## src/rtl/fpio_fifo_out_arbiter_pkg.sv

```systemverilog
// ---------------------------------------------------------------------------
// fpio_fifo_arb_pkg
// Shared types and helpers for the fpio FIFO output arbiter.
//   arb_state_e : arbiter FSM states (IDLE, GRANT)
//   pick_t      : result of a rotating-priority pick (found flag + index)
//   id_width    : grant index width for a given requester count (min 1)
//   cnt_width   : burst counter width able to hold 0..max_burst
//   rr_pick     : first set request at or after ptr, wrapping modulo n
// ---------------------------------------------------------------------------
package fpio_fifo_arb_pkg;

  typedef enum logic [0:0] {
    IDLE  = 1'b0,
    GRANT = 1'b1
  } arb_state_e;

  // Upper bound on requesters handled by rr_pick; the index field is sized to it.
  localparam int MAX_REQ = 32;

  typedef struct packed {
    logic       found;
    logic [4:0] idx;
  } pick_t;

  function automatic int id_width(input int n);
    return (n > 1) ? $clog2(n) : 1;
  endfunction

  function automatic int cnt_width(input int max_burst);
    return (max_burst > 0) ? $clog2(max_burst + 1) : 1;
  endfunction

  // Scan n positions starting at ptr; the first set bit wins.
  function automatic pick_t rr_pick(input logic [MAX_REQ-1:0] req, input int ptr, input int n);
    pick_t res;
    int    idx;
    res = '0;
    for (int k = 0; k < MAX_REQ; k++) begin
      idx = ptr + k;
      if (idx >= n) begin
        idx = idx - n;
      end else begin
        idx = idx;
      end
      if ((k < n) && !res.found && req[idx[4:0]]) begin
        res.found = 1'b1;
        res.idx   = idx[4:0];
      end else begin
        res = res;
      end
    end
    return res;
  endfunction

endpackage

```

## src/rtl/fpio_fifo_out_arbiter_rr.sv

```systemverilog
// ---------------------------------------------------------------------------
// fpio_rr_arbiter
// Combinational rotating-priority picker.
//   req     : request vector, one bit per requester
//   ptr     : index holding highest priority this round
//   gnt_id  : selected requester (valid only when gnt_any)
//   gnt_any : at least one request present
// ---------------------------------------------------------------------------
module fpio_rr_arbiter
  import fpio_fifo_arb_pkg::*;
#(
  parameter int N    = 4,
  parameter int ID_W = id_width(N)
) (
  input  logic [N-1:0]    req,
  input  logic [ID_W-1:0] ptr,
  output logic [ID_W-1:0] gnt_id,
  output logic            gnt_any
);

  logic [MAX_REQ-1:0] req_ext_s;
  pick_t              pick_s;

  // Widen the request vector to the helper's fixed width and pick.
  always_comb begin
    req_ext_s        = '0;
    req_ext_s[N-1:0] = req;
    pick_s           = rr_pick(req_ext_s, int'(ptr), N);
    gnt_id           = ID_W'(pick_s.idx);
    gnt_any          = pick_s.found;
  end

endmodule

```

## src/rtl/fpio_fifo_out_arbiter.sv

```systemverilog
// ---------------------------------------------------------------------------
// fpio_fifo_out_arbiter
// Shares one downstream FIFO write port between N_REQ FIFO-read-style
// requesters. Packets are granted round-robin; a grant is held until the
// packet's last beat or until MAX_BURST beats have been moved.
//   clk, rstn     : clock, asynchronous active-low reset
//   en            : gates new grants only (a running packet always completes)
//   req_valid/dat/last, req_rd : requester side (pop on req_rd)
//   out_dat, out_wr, out_full  : downstream FIFO write side
//   grant_valid, grant_id, burst_cnt : current ownership status
// ---------------------------------------------------------------------------
module fpio_fifo_out_arbiter
  import fpio_fifo_arb_pkg::*;
#(
  parameter int N_REQ      = 4,
  parameter int DATA_WIDTH = 8,
  parameter int MAX_BURST  = 16,
  parameter int ID_W       = id_width(N_REQ),
  localparam int CNT_W     = cnt_width(MAX_BURST)
) (
  input  logic                        clk,
  input  logic                        rstn,
  input  logic                        en,
  input  logic [N_REQ-1:0]            req_valid,
  input  logic [N_REQ*DATA_WIDTH-1:0] req_dat,
  input  logic [N_REQ-1:0]            req_last,
  output logic [N_REQ-1:0]            req_rd,
  output logic [DATA_WIDTH-1:0]       out_dat,
  output logic                        out_wr,
  input  logic                        out_full,
  output logic                        grant_valid,
  output logic [ID_W-1:0]             grant_id,
  output logic [CNT_W-1:0]            burst_cnt
);

  arb_state_e       state_r,     state_s;
  logic [ID_W-1:0]  grant_id_r,  grant_id_s;
  logic [ID_W-1:0]  rr_ptr_r,    rr_ptr_s;
  logic [CNT_W-1:0] burst_cnt_r, burst_cnt_s;
  logic [ID_W-1:0]  pick_id_s;
  logic             pick_any_s;
  logic             xfer_s;
  logic             release_s;

  fpio_rr_arbiter #(
    .N    (N_REQ),
    .ID_W (ID_W)
  ) u_rr (
    .req     (req_valid),
    .ptr     (rr_ptr_r),
    .gnt_id  (pick_id_s),
    .gnt_any (pick_any_s)
  );

  // A beat moves only from the owner, and only when the FIFO has room.
  // The grant ends on the owner's last beat or on the burst-limit beat.
  always_comb begin
    xfer_s    = (state_r == GRANT) & req_valid[grant_id_r] & ~out_full;
    release_s = xfer_s & (req_last[grant_id_r] | (burst_cnt_r == CNT_W'(MAX_BURST - 1)));
  end

  // Next-state logic for the FSM, grant owner, round-robin pointer and burst counter.
  always_comb begin
    state_s     = state_r;
    grant_id_s  = grant_id_r;
    rr_ptr_s    = rr_ptr_r;
    burst_cnt_s = burst_cnt_r;
    case (state_r)
      IDLE: begin
        if (en && pick_any_s) begin
          state_s     = GRANT;
          grant_id_s  = pick_id_s;
          burst_cnt_s = '0;
          if (pick_id_s == ID_W'(N_REQ - 1)) begin
            rr_ptr_s = '0;
          end else begin
            rr_ptr_s = pick_id_s + ID_W'(1);
          end
        end else begin
          state_s = IDLE;
        end
      end
      GRANT: begin
        // A stalled or idle owner keeps the port: no timeout by design.
        if (release_s) begin
          state_s     = IDLE;
          burst_cnt_s = '0;
        end else if (xfer_s) begin
          burst_cnt_s = burst_cnt_r + CNT_W'(1);
        end else begin
          burst_cnt_s = burst_cnt_r;
        end
      end
      default: begin
        state_s     = IDLE;
        burst_cnt_s = '0;
      end
    endcase
  end

  // State registers; reset abandons any packet in flight.
  always_ff @(posedge clk or negedge rstn) begin
    if (!rstn) begin
      state_r     <= IDLE;
      grant_id_r  <= '0;
      rr_ptr_r    <= '0;
      burst_cnt_r <= '0;
    end else begin
      state_r     <= state_s;
      grant_id_r  <= grant_id_s;
      rr_ptr_r    <= rr_ptr_s;
      burst_cnt_r <= burst_cnt_s;
    end
  end

  // Datapath and strobes toward requesters and the downstream FIFO.
  always_comb begin
    req_rd = '0;
    if (xfer_s) begin
      req_rd[grant_id_r] = 1'b1;
    end else begin
      req_rd = '0;
    end
    if (state_r == GRANT) begin
      out_dat = req_dat[int'(grant_id_r)*DATA_WIDTH +: DATA_WIDTH];
    end else begin
      out_dat = '0;
    end
  end

  assign out_wr      = xfer_s;
  assign grant_valid = (state_r == GRANT);
  assign grant_id    = grant_id_r;
  assign burst_cnt   = burst_cnt_r;

endmodule

```

## config.mk

```make
export PLATFORM = sky130hd
export DESIGN_NAME = fpio_fifo_out_arbiter
export DESIGN_NICKNAME = d
export VERILOG_FILES = /design/src/rtl/fpio_fifo_out_arbiter_pkg.sv /design/src/rtl/fpio_fifo_out_arbiter_rr.sv /design/src/rtl/fpio_fifo_out_arbiter.sv
export SDC_FILE = /design/constraint.sdc
export NUM_CORES = 1
export LEC_CHECK = 0
export CORE_MARGIN = 2
export CORE_UTILIZATION = 41
export DETAILED_ROUTE_END_ITERATION = 6
export HOLD_SLACK_MARGIN = 0.12
export PLACE_DENSITY = 0.95
export SYNTH_ARGS = -nofsm -noshare
export SYNTH_HDL_FRONTEND = slang
export SYNTH_SLANG_ARGS = --single-unit
```

## constraint.sdc

```tcl
create_clock -name clk -period 3.3 [get_ports clk]
set_clock_uncertainty 0.05 [all_clocks]
set_input_delay 0.66 -clock clk [delete_from_list [all_inputs] [get_ports clk]]
set_output_delay 0.66 -clock clk [all_outputs]
set_load 0.01 [all_outputs]
```

==> flow_summary.yaml, run 1 <==
status:
  status: "complete, no violations"
job:
  cap_violations: 0
clock_network:
  cts_hold_buf: 0
  cts_tree: "built"
  clk_pin_slew_ns: 0.06
  cts_buffer_depth: 2
  clk_latency_ns: 0.27
  cts_setup_buffers: 0
  root_buffer: "clkbuf_4"
  cts_made_buffers: 3
  htreeDepth: 1
  cts.sinks: 10
placement:
  port_buffers: 64
  dp_hpwl_mm: 2.86
  dp_cells: 206
  place_congestion: 0.814
detailed_routing:
  via_per_inst: 5.57
  drt_iter0_markers: 34
  firstDrtPassIters: 4
  drt-total-wl_mm: 3.43
  drc: 0
  vias: 1165
  ant_nets: 0
  wl_per_cell_um: 16.4
sta:
  setup_tns_ns: 0
  period_minus_slack_ns: 3.12
  fin_crit_sh_pct: 94.4
  rsz0062_at_grt: "false"
  finalSetupViolations: 0
  hold_viol_final: 0
  worst_slew_pin_slew_ns: 0.522
  finalMaxSlewViolations: 0
  max_freq_mhz: 321
  slew_headroom_pct: 65.2
synthesis:
  netlist_area_um2: 1100
  ys_ff_latch: 10
  synth_flop_cell: "dfrtp_1"
  async_reset_ff_share_pct: 100
  synthCells: 108
  yosysWarnings: 0
  syn_avg_cell_area_um2: 10.2
  synth_cell_type_count: 35
  synth_edf_count: 0
  synth-seq-area-share_pct: 22.8
  synth_nets: 158
power:
  power_density_nw_per_um2: 720
  p_leak_uw: 0.000754
  peakVddDrop_v: 0.000503
floorplanning:
  die_w_um: 55.8
  io-pin-count: 65
  die_area_um2: 3110
  row_count: 18
  initial_core_util_pct: 43.9
  core_um2: 2500
  die_h_um: 55.8
layout:
  fin_nets: 231
  stdcell_count: 209
  final_cell_mix: "clkdlybuf4s50_1 (63), mux4_2 (13), dfrtp_1 (10), nor2_1 (9), buf_4 (9)"
  drive_gt1_share_pct: 17.3
  final_common_cell: "clkdlybuf4s50_1"
  diodes: 0
  synthToLayoutAreaGrowth_pct: 67.5
critical_path:
  crit_arrival_ns: 2.41
  worst-r2r-cell-count: 7
  worstPathRequired_ns: 2.59
  crit_path_end_kind: "output port"
  path_max_fanout: 4
  critPathLaunchType: "input port"
  critPathKind: "input port to output port"
global_route:
  grt_pass1_wl_mm: 5.68
  grt.overflow.total: 0
  antenna_found_initial: 0
  grt_max_degree: 16
  grt.total_usage_pct: 23.1
  grt_pass1_vias: 1195
hold_path:
  hold_path.class: "flop to flop"
  hold_depth: 1
sequential cells by signal, indices dropped and copies added, names as in the netlist, named ones only:
register / cells
burst_cnt: 5
grant_id: 2
grant_valid: 1
rr_ptr_r: 1
layout make-up:
cell class	instances	area, um2
fill	180	659
timing repair buffer	73	711
multi-input combinational	88	801
tap	30	37.5
inverter	5	18.8
sequential	10	250
clock buffer	3	22.5
logic make-up (layout without fill, tap and decap cells):
kind of cell / Yosys count / in the layout / synth area share [%]
AO/OA/AOI/OAI: 17 / 17 / 10.6
AND/OR/NAND/NOR: 46 / 46 / 23.2
flip-flops: 10 / 10 / 22.8
XOR/XNOR: 1 / 1 / 0.797
adder cells (fa/ha/maj): 6 / 6 / 6.83
buffers and inverters: 10 / 81 / 4.33
multiplexers: 18 / 18 / 31.4
what timing repair did:
item | 4_1_cts | 5_1_grt
endpoints found under the setup margin | 0 | 1
resized for setup | 0 | 1
hold endpoints to repair | 0 | 0
per-layer routing:
metal / wire [um] / up-vias / track usage, %
li1: - / 556 / -
met1: 1270 / 553 / 26.7
met2: 1910 / 48 / 41.3
met3: 193 / 8 / 5.58
met4: 64 / 0 / 8.36
met5: 0 / - / 0
synth_stat cells, drive strengths merged (3+ instances only):
| cell type | count | area share (%) |
|---|---|---|
| a21oi | 4 | 2.2 |
| and2 | 8 | 4.6 |
| buf | 3 | 1.9 |
| dfrtp | 10 | 23 |
| ha | 6 | 6.8 |
| inv | 5 | 1.7 |
| mux2i | 3 | 2.7 |
| mux4 | 13 | 27 |
| nand2 | 8 | 2.7 |
| nor2 | 10 | 3.6 |
| nor3 | 3 | 1.4 |
| o21ai | 6 | 2.7 |
| o31ai | 3 | 2.0 |
power breakdown:
part	switching (uW)	internal, uW
Combinational	441	553
Sequential	85.5	161
Clock	42.0	42.2
through the flow:
stage          hold WS [ns]  setup WS, ns  util (%)  total power [uW]  cell area, um2
2_1_floorplan         0.314         0.978         -               863            1100
3_5_place_dp          0.452        0.0962      72.6              1240            1820
4_1_cts               0.461        0.0943      73.5              1330            1840
6_report              0.459         0.184      73.6              1320            1840
5_1_grt               0.478        0.0890      73.6              1410            1840
3_3_place_gp          0.438         0.155      72.6              1200            1820
final timing paths:
kind | startpoint | end | slack, ns
max | req_valid[3] | req_rd[1] | 0.18
min | burst_cnt[3] | burst_cnt[3] | 0.46
max reg2reg | flop | burst_cnt[2] | 0.63
min reg2reg | burst_cnt[3] | burst_cnt[3] | 0.46
max in group asynchronous | rstn | burst_cnt[1] | 2.25
min in group asynchronous | rstn | asynchronous set/reset pin | 0.65
critical path, cell delays in order:
cell and delay, ns:
clkdlybuf4s50_1 0.42, mux4_2 0.47, nand3b_1 0.17, inv_1 0.11
nand2_1 0.08, nor2_1 0.03, clkdlybuf4s50_1 0.47
Power figures use the tool's default switching activity.
==> run 2: changes to the inputs <==
--- a/config.mk
+++ b/config.mk
@@ -6,10 +6,11 @@
 export NUM_CORES = 1
 export LEC_CHECK = 0
 export CORE_MARGIN = 2
-export CORE_UTILIZATION = 41
+export CORE_UTILIZATION = 60
 export DETAILED_ROUTE_END_ITERATION = 6
+export DONT_BUFFER_PORTS = 1
 export HOLD_SLACK_MARGIN = 0.12
-export PLACE_DENSITY = 0.95
+export PLACE_DENSITY = 0.87
 export SYNTH_ARGS = -nofsm -noshare
 export SYNTH_HDL_FRONTEND = slang
 export SYNTH_SLANG_ARGS = --single-unit
==> flow_summary.yaml, run 2 (same netlist as run 1, synthesis figures left out) <==
placement:
  place_congestion: 0.860
  dp_hpwl_mm: 2.04
  port_buffers: 0
  place_area_um2: 1110
floorplanning:
  die_w_um: 46.8
  initial_core_util_pct: 63.6
  die_h_um: 46.8
  core_um2: 1730
  row_count: 15
  die_area_um2: 2190
  io-pin-count: 65
global_route:
  met2_usage_pct: 42.7
  gr-usage-met1_pct: 26.7
  grt.overflow.total: 0
  antenna_found_initial: 0
  met3_usage_pct: 7.31
  grt_pass1_vias: 849
  grt_max_degree: 17
  busiest_layer: "met2"
  grt.total_usage_pct: 24.3
  grt_pass1_wl_mm: 3.64
detailed_routing:
  ant_nets: 0
  drc: 0
  firstDrtPassIters: 4
  drt_iter0_markers: 24
  vias: 904
  via_per_inst: 6.80
  drt-total-wl_mm: 2.54
  wl_per_cell_um: 19.1
clock_network:
  cts_buffer_depth: 2
  cts_setup_buffers: 0
  postCtsResizedCells: 0
  cts_hold_buf: 1
  cts_tree: "built"
  htreeDepth: 1
  clk_pin_slew_ns: 0.06
  cts.sinks: 10
  cts_made_buffers: 3
  root_buffer: "clkbuf_4"
  clk_latency_ns: 0.27
sta:
  hold_viol_final: 0
  setup_tns_ns: 0
  slew_headroom_pct: 60.4
  finalSetupViolations: 0
  worst_slew_pin_slew_ns: 0.593
  finalMaxSlewViolations: 0
  rsz0062_at_grt: "false"
  max_freq_mhz: 366
  period_minus_slack_ns: 2.73
  fin_crit_sh_pct: 82.8
  hold_slack_ns: 0.529
critical_path:
  critPathKind: "flop to output port"
  crit_arrival_ns: 2.02
  path_max_fanout: 16
  crit_path_end_kind: "output port"
  worstPathRequired_ns: 2.59
  critPathLaunchType: "flop"
hold_path:
  hold_path.class: "flop to flop"
layout:
  stdcell_area_um2: 1140
  final_cell_mix: "mux4_2 (13), dfrtp_1 (10), nor2_1 (9), and2_1 (8), nand2_1 (8)"
  fin_nets: 160
  diodes: 0
  drive_gt1_share_pct: 21.3
  synthToLayoutAreaGrowth_pct: 3.87
  largest_reg_flops: 5
  final_common_cell: "mux4_2"
power:
  p_leak_uw: 0.000458
  power_density_nw_per_um2: 912
  peakVddDrop_v: 0.000645
job:
  cap_violations: 0
status:
  status: "complete, no violations"
[run 2: changes by cell type in the layout (fill, tap and decap cells not counted), sizes merged]
cell	change
buf	-8
clkdlybuf4s50	-63
dlygate4sd3	+1
dlymetal6s2s	-1
[run 2: critical path, cell delays in order, from the launching register on]
cell      delay, ns
dfrtp_1        0.72
mux4_2         0.32
nand3b_1       0.14
inv_1          0.29
nand2_1        0.09
nor2_1         0.19
[run 2: path summary, 6_finish.rpt]
path	start	endpoint	slack, ns	cells past startpoint
max	grant_id[1]	req_rd[1]	0.57	5
min	burst_cnt[3]	burst_cnt[3]	0.53	1
max reg2reg	flop	rr_ptr_r[1]	0.72	8
min reg2reg	burst_cnt[3]	burst_cnt[3]	0.53	1
max in group asynchronous	rstn	burst_cnt[1]	2.16	1
min in group asynchronous	rstn	burst_cnt[4]	0.72	1
[run 2: stage by stage]
stage | total power (uW) | utilization (%) | instances | setup slack (ns)
final | 1040 | 66.1 | 133 | 0.567
after CTS | 1050 | 66.1 | 133 | 0.555
after global routing | 1140 | 66.1 | 133 | 0.357
after floorplan | 863 | - | 108 | 0.978
after detailed placement | 962 | 64.2 | 129 | 0.720
after global placement | 932 | 64.2 | 129 | 0.843
[run 2: where the power goes]
group | internal (uW) | switching, uW
clock | 41.9 | 37.9
sequential | 160 | 113
combinational | 329 | 359
total | 531 | 510
[run 2: cell type report]
| cell class | count | area, um2 |
|---|---|---|
| Multi-Input combinational cell | 88 | 801 |
| Fill cell | 138 | 586 |
| Sequential cell | 10 | 250 |
| Tap cell | 25 | 31.3 |
| Clock buffer | 3 | 22.5 |
| Inverter | 5 | 18.8 |
| Timing Repair Buffer | 2 | 17.5 |
[run 2: metal layers]
metal | vias up | routed length (um)
li1 | 416 | -
met1 | 428 | 887
met2 | 54 | 1340
met3 | 6 | 260
met4 | 0 | 52
met5 | - | 0
==> run 3: changes to the inputs <==
==> constraint.sdc (replaced) <==
create_clock -name clk -period 2.8 [get_ports clk]
set_clock_uncertainty 0.05 [all_clocks]
set_input_delay 0.56 -clock clk [delete_from_list [all_inputs] [get_ports clk]]
set_output_delay 0.56 -clock clk [all_outputs]
set_load 0.01 [all_outputs]
==> flow_summary.yaml, run 3 (same netlist as run 1, synthesis figures left out) <==
critical_path:
  crit_arrival_ns: 1.98
  worstPathRequired_ns: 2.19
  path_max_fanout: 7
  critPathKind: "flop to output port"
  startpoint: "grant_id[0]"
  critPathLaunchType: "flop"
  crit_path_end_kind: "output port"
detailed_routing:
  vias: 942
  firstDrtPassIters: 4
  drc: 0
  wl_per_cell_um: 19.4
  via_per_inst: 6.98
  drt_iter0_markers: 31
  ant_nets: 0
  drt-total-wl_mm: 2.62
clock_network:
  cts_buffer_depth: 2
  cts_setup_buffers: 0
  root_buffer: "clkbuf_4"
  cts_made_buffers: 3
  postCtsResizedCells: 0
  clk_pin_slew_ns: 0.06
  clk_latency_ns: 0.26
  cts_tree: "built"
  cts.sinks: 10
  htreeDepth: 1
power:
  power_density_nw_per_um2: 1090
  peakVddDrop_v: 0.000526
  p_leak_uw: 0.000468
  p_total_uw: 1260
sta:
  finalMaxSlewViolations: 0
  max_freq_mhz: 386
  worst_slew_pin_slew_ns: 0.457
  hold_viol_final: 0
  rsz0062_at_grt: "false"
  fin_crit_sh_pct: 92.4
  finalSetupViolations: 0
  layout_setup_ws_ns: 0.212
  period_minus_slack_ns: 2.59
  setup_tns_ns: 0
  slew_headroom_pct: 69.2
floorplanning:
  die_w_um: 46.8
  row_count: 15
  die_area_um2: 2190
  initial_core_util_pct: 63.6
  core_um2: 1730
  die_h_um: 46.8
  io-pin-count: 65
placement:
  port_buffers: 0
  place_congestion: 0.837
  dp_cells: 131
  dp_hpwl_mm: 2.13
  pre_cts_slack_ns: 0.409
global_route:
  antenna_found_initial: 0
  grt_pass1_wl_mm: 4.04
  grt_pass1_vias: 892
  grt_max_degree: 16
  grt.overflow.total: 0
  grt.total_usage_pct: 26.3
status:
  status: "complete, no violations"
layout:
  fin_nets: 162
  stdcell_count: 135
  synthToLayoutAreaGrowth_pct: 5.24
  diodes: 0
  largest_reg_flops: 5
  final_cell_mix: "mux4_2 (13), dfrtp_1 (10), nor2_1 (9), and2_1 (8), nand2_1 (8)"
  drive_gt1_share_pct: 22.7
  final_common_cell: "mux4_2"
hold_path:
  hold_path.startpoint: "burst_cnt[2]"
  hold_path.class: "flop to flop"
job:
  cap_violations: 0
-- run 3: changes by cell type in the layout (fill, tap and decap cells not counted), sizes merged --
cell / before / now
buf: 1 / 3
-- run 3: final timing paths --
| kind | cells past startpoint | slack (ns) | endpoint |
|---|---|---|---|
| worst min-delay path | 1 | 0.53 | burst_cnt[2] |
| worst min register to register | 1 | 0.53 | burst_cnt[2] |
| min in group asynchronous | 1 | 0.63 | rr_ptr_r[1] |
| max in group asynchronous | 1 | 1.76 | burst_cnt[3] |
| worst max register to register | 8 | 0.37 | burst_cnt[3] |
| worst max-delay path | 4 | 0.21 | req_rd[3] |
-- run 3: per-stage QoR --
stage | utilization [%] | hold slack (ns) | area [um2]
floorplan | - | 0.214 | 1100
global placement | 65.1 | 0.215 | 1120
detailed placement | 65.1 | 0.215 | 1120
CTS | 67.0 | 0.527 | 1160
global route | 67.0 | 0.555 | 1160
finish | 67.0 | 0.527 | 1160
-- run 3: repair_timing --
| action | 4_1_cts | 5_1_grt |
|---|---|---|
| hold buffers | 1 | 0 |
| hold endpoints to repair | 10 | 0 |
| setup endpoints to repair | 0 | 0 |
-- run 3: worst max-delay path: stages, from the launching register on --
cell      delay, ns
dfrtp_1        0.55
mux4_2         0.54
nand3b_1       0.18
inv_1          0.18
and3_1         0.26
-- run 3: area by class of cell --
| type | instances | area (um2) |
|---|---|---|
| Timing Repair Buffer | 4 | 32.5 |
| Sequential cell | 10 | 250 |
| Fill cell | 128 | 571 |
| Clock buffer | 3 | 22.5 |
| Multi-Input combinational cell | 88 | 801 |
| Tap cell | 25 | 31.3 |
| Inverter | 5 | 18.8 |
-- run 3: layer usage --
metal  GRT usage, %  wire (um)  up-vias
met5              0          0        -
met4           7.78         42        0
met3           7.69        286        6
met2           47.4       1370       56
met1           30.1        922      465
li1               -          -      415
-- run 3: power by group --
group          switching (uW)  internal [uW]  leakage [uW]
registers                99.8            190      0.000126
clock network            47.3           49.6     0.0000138
logic                     466            404      0.000328
total                     613            643      0.000468
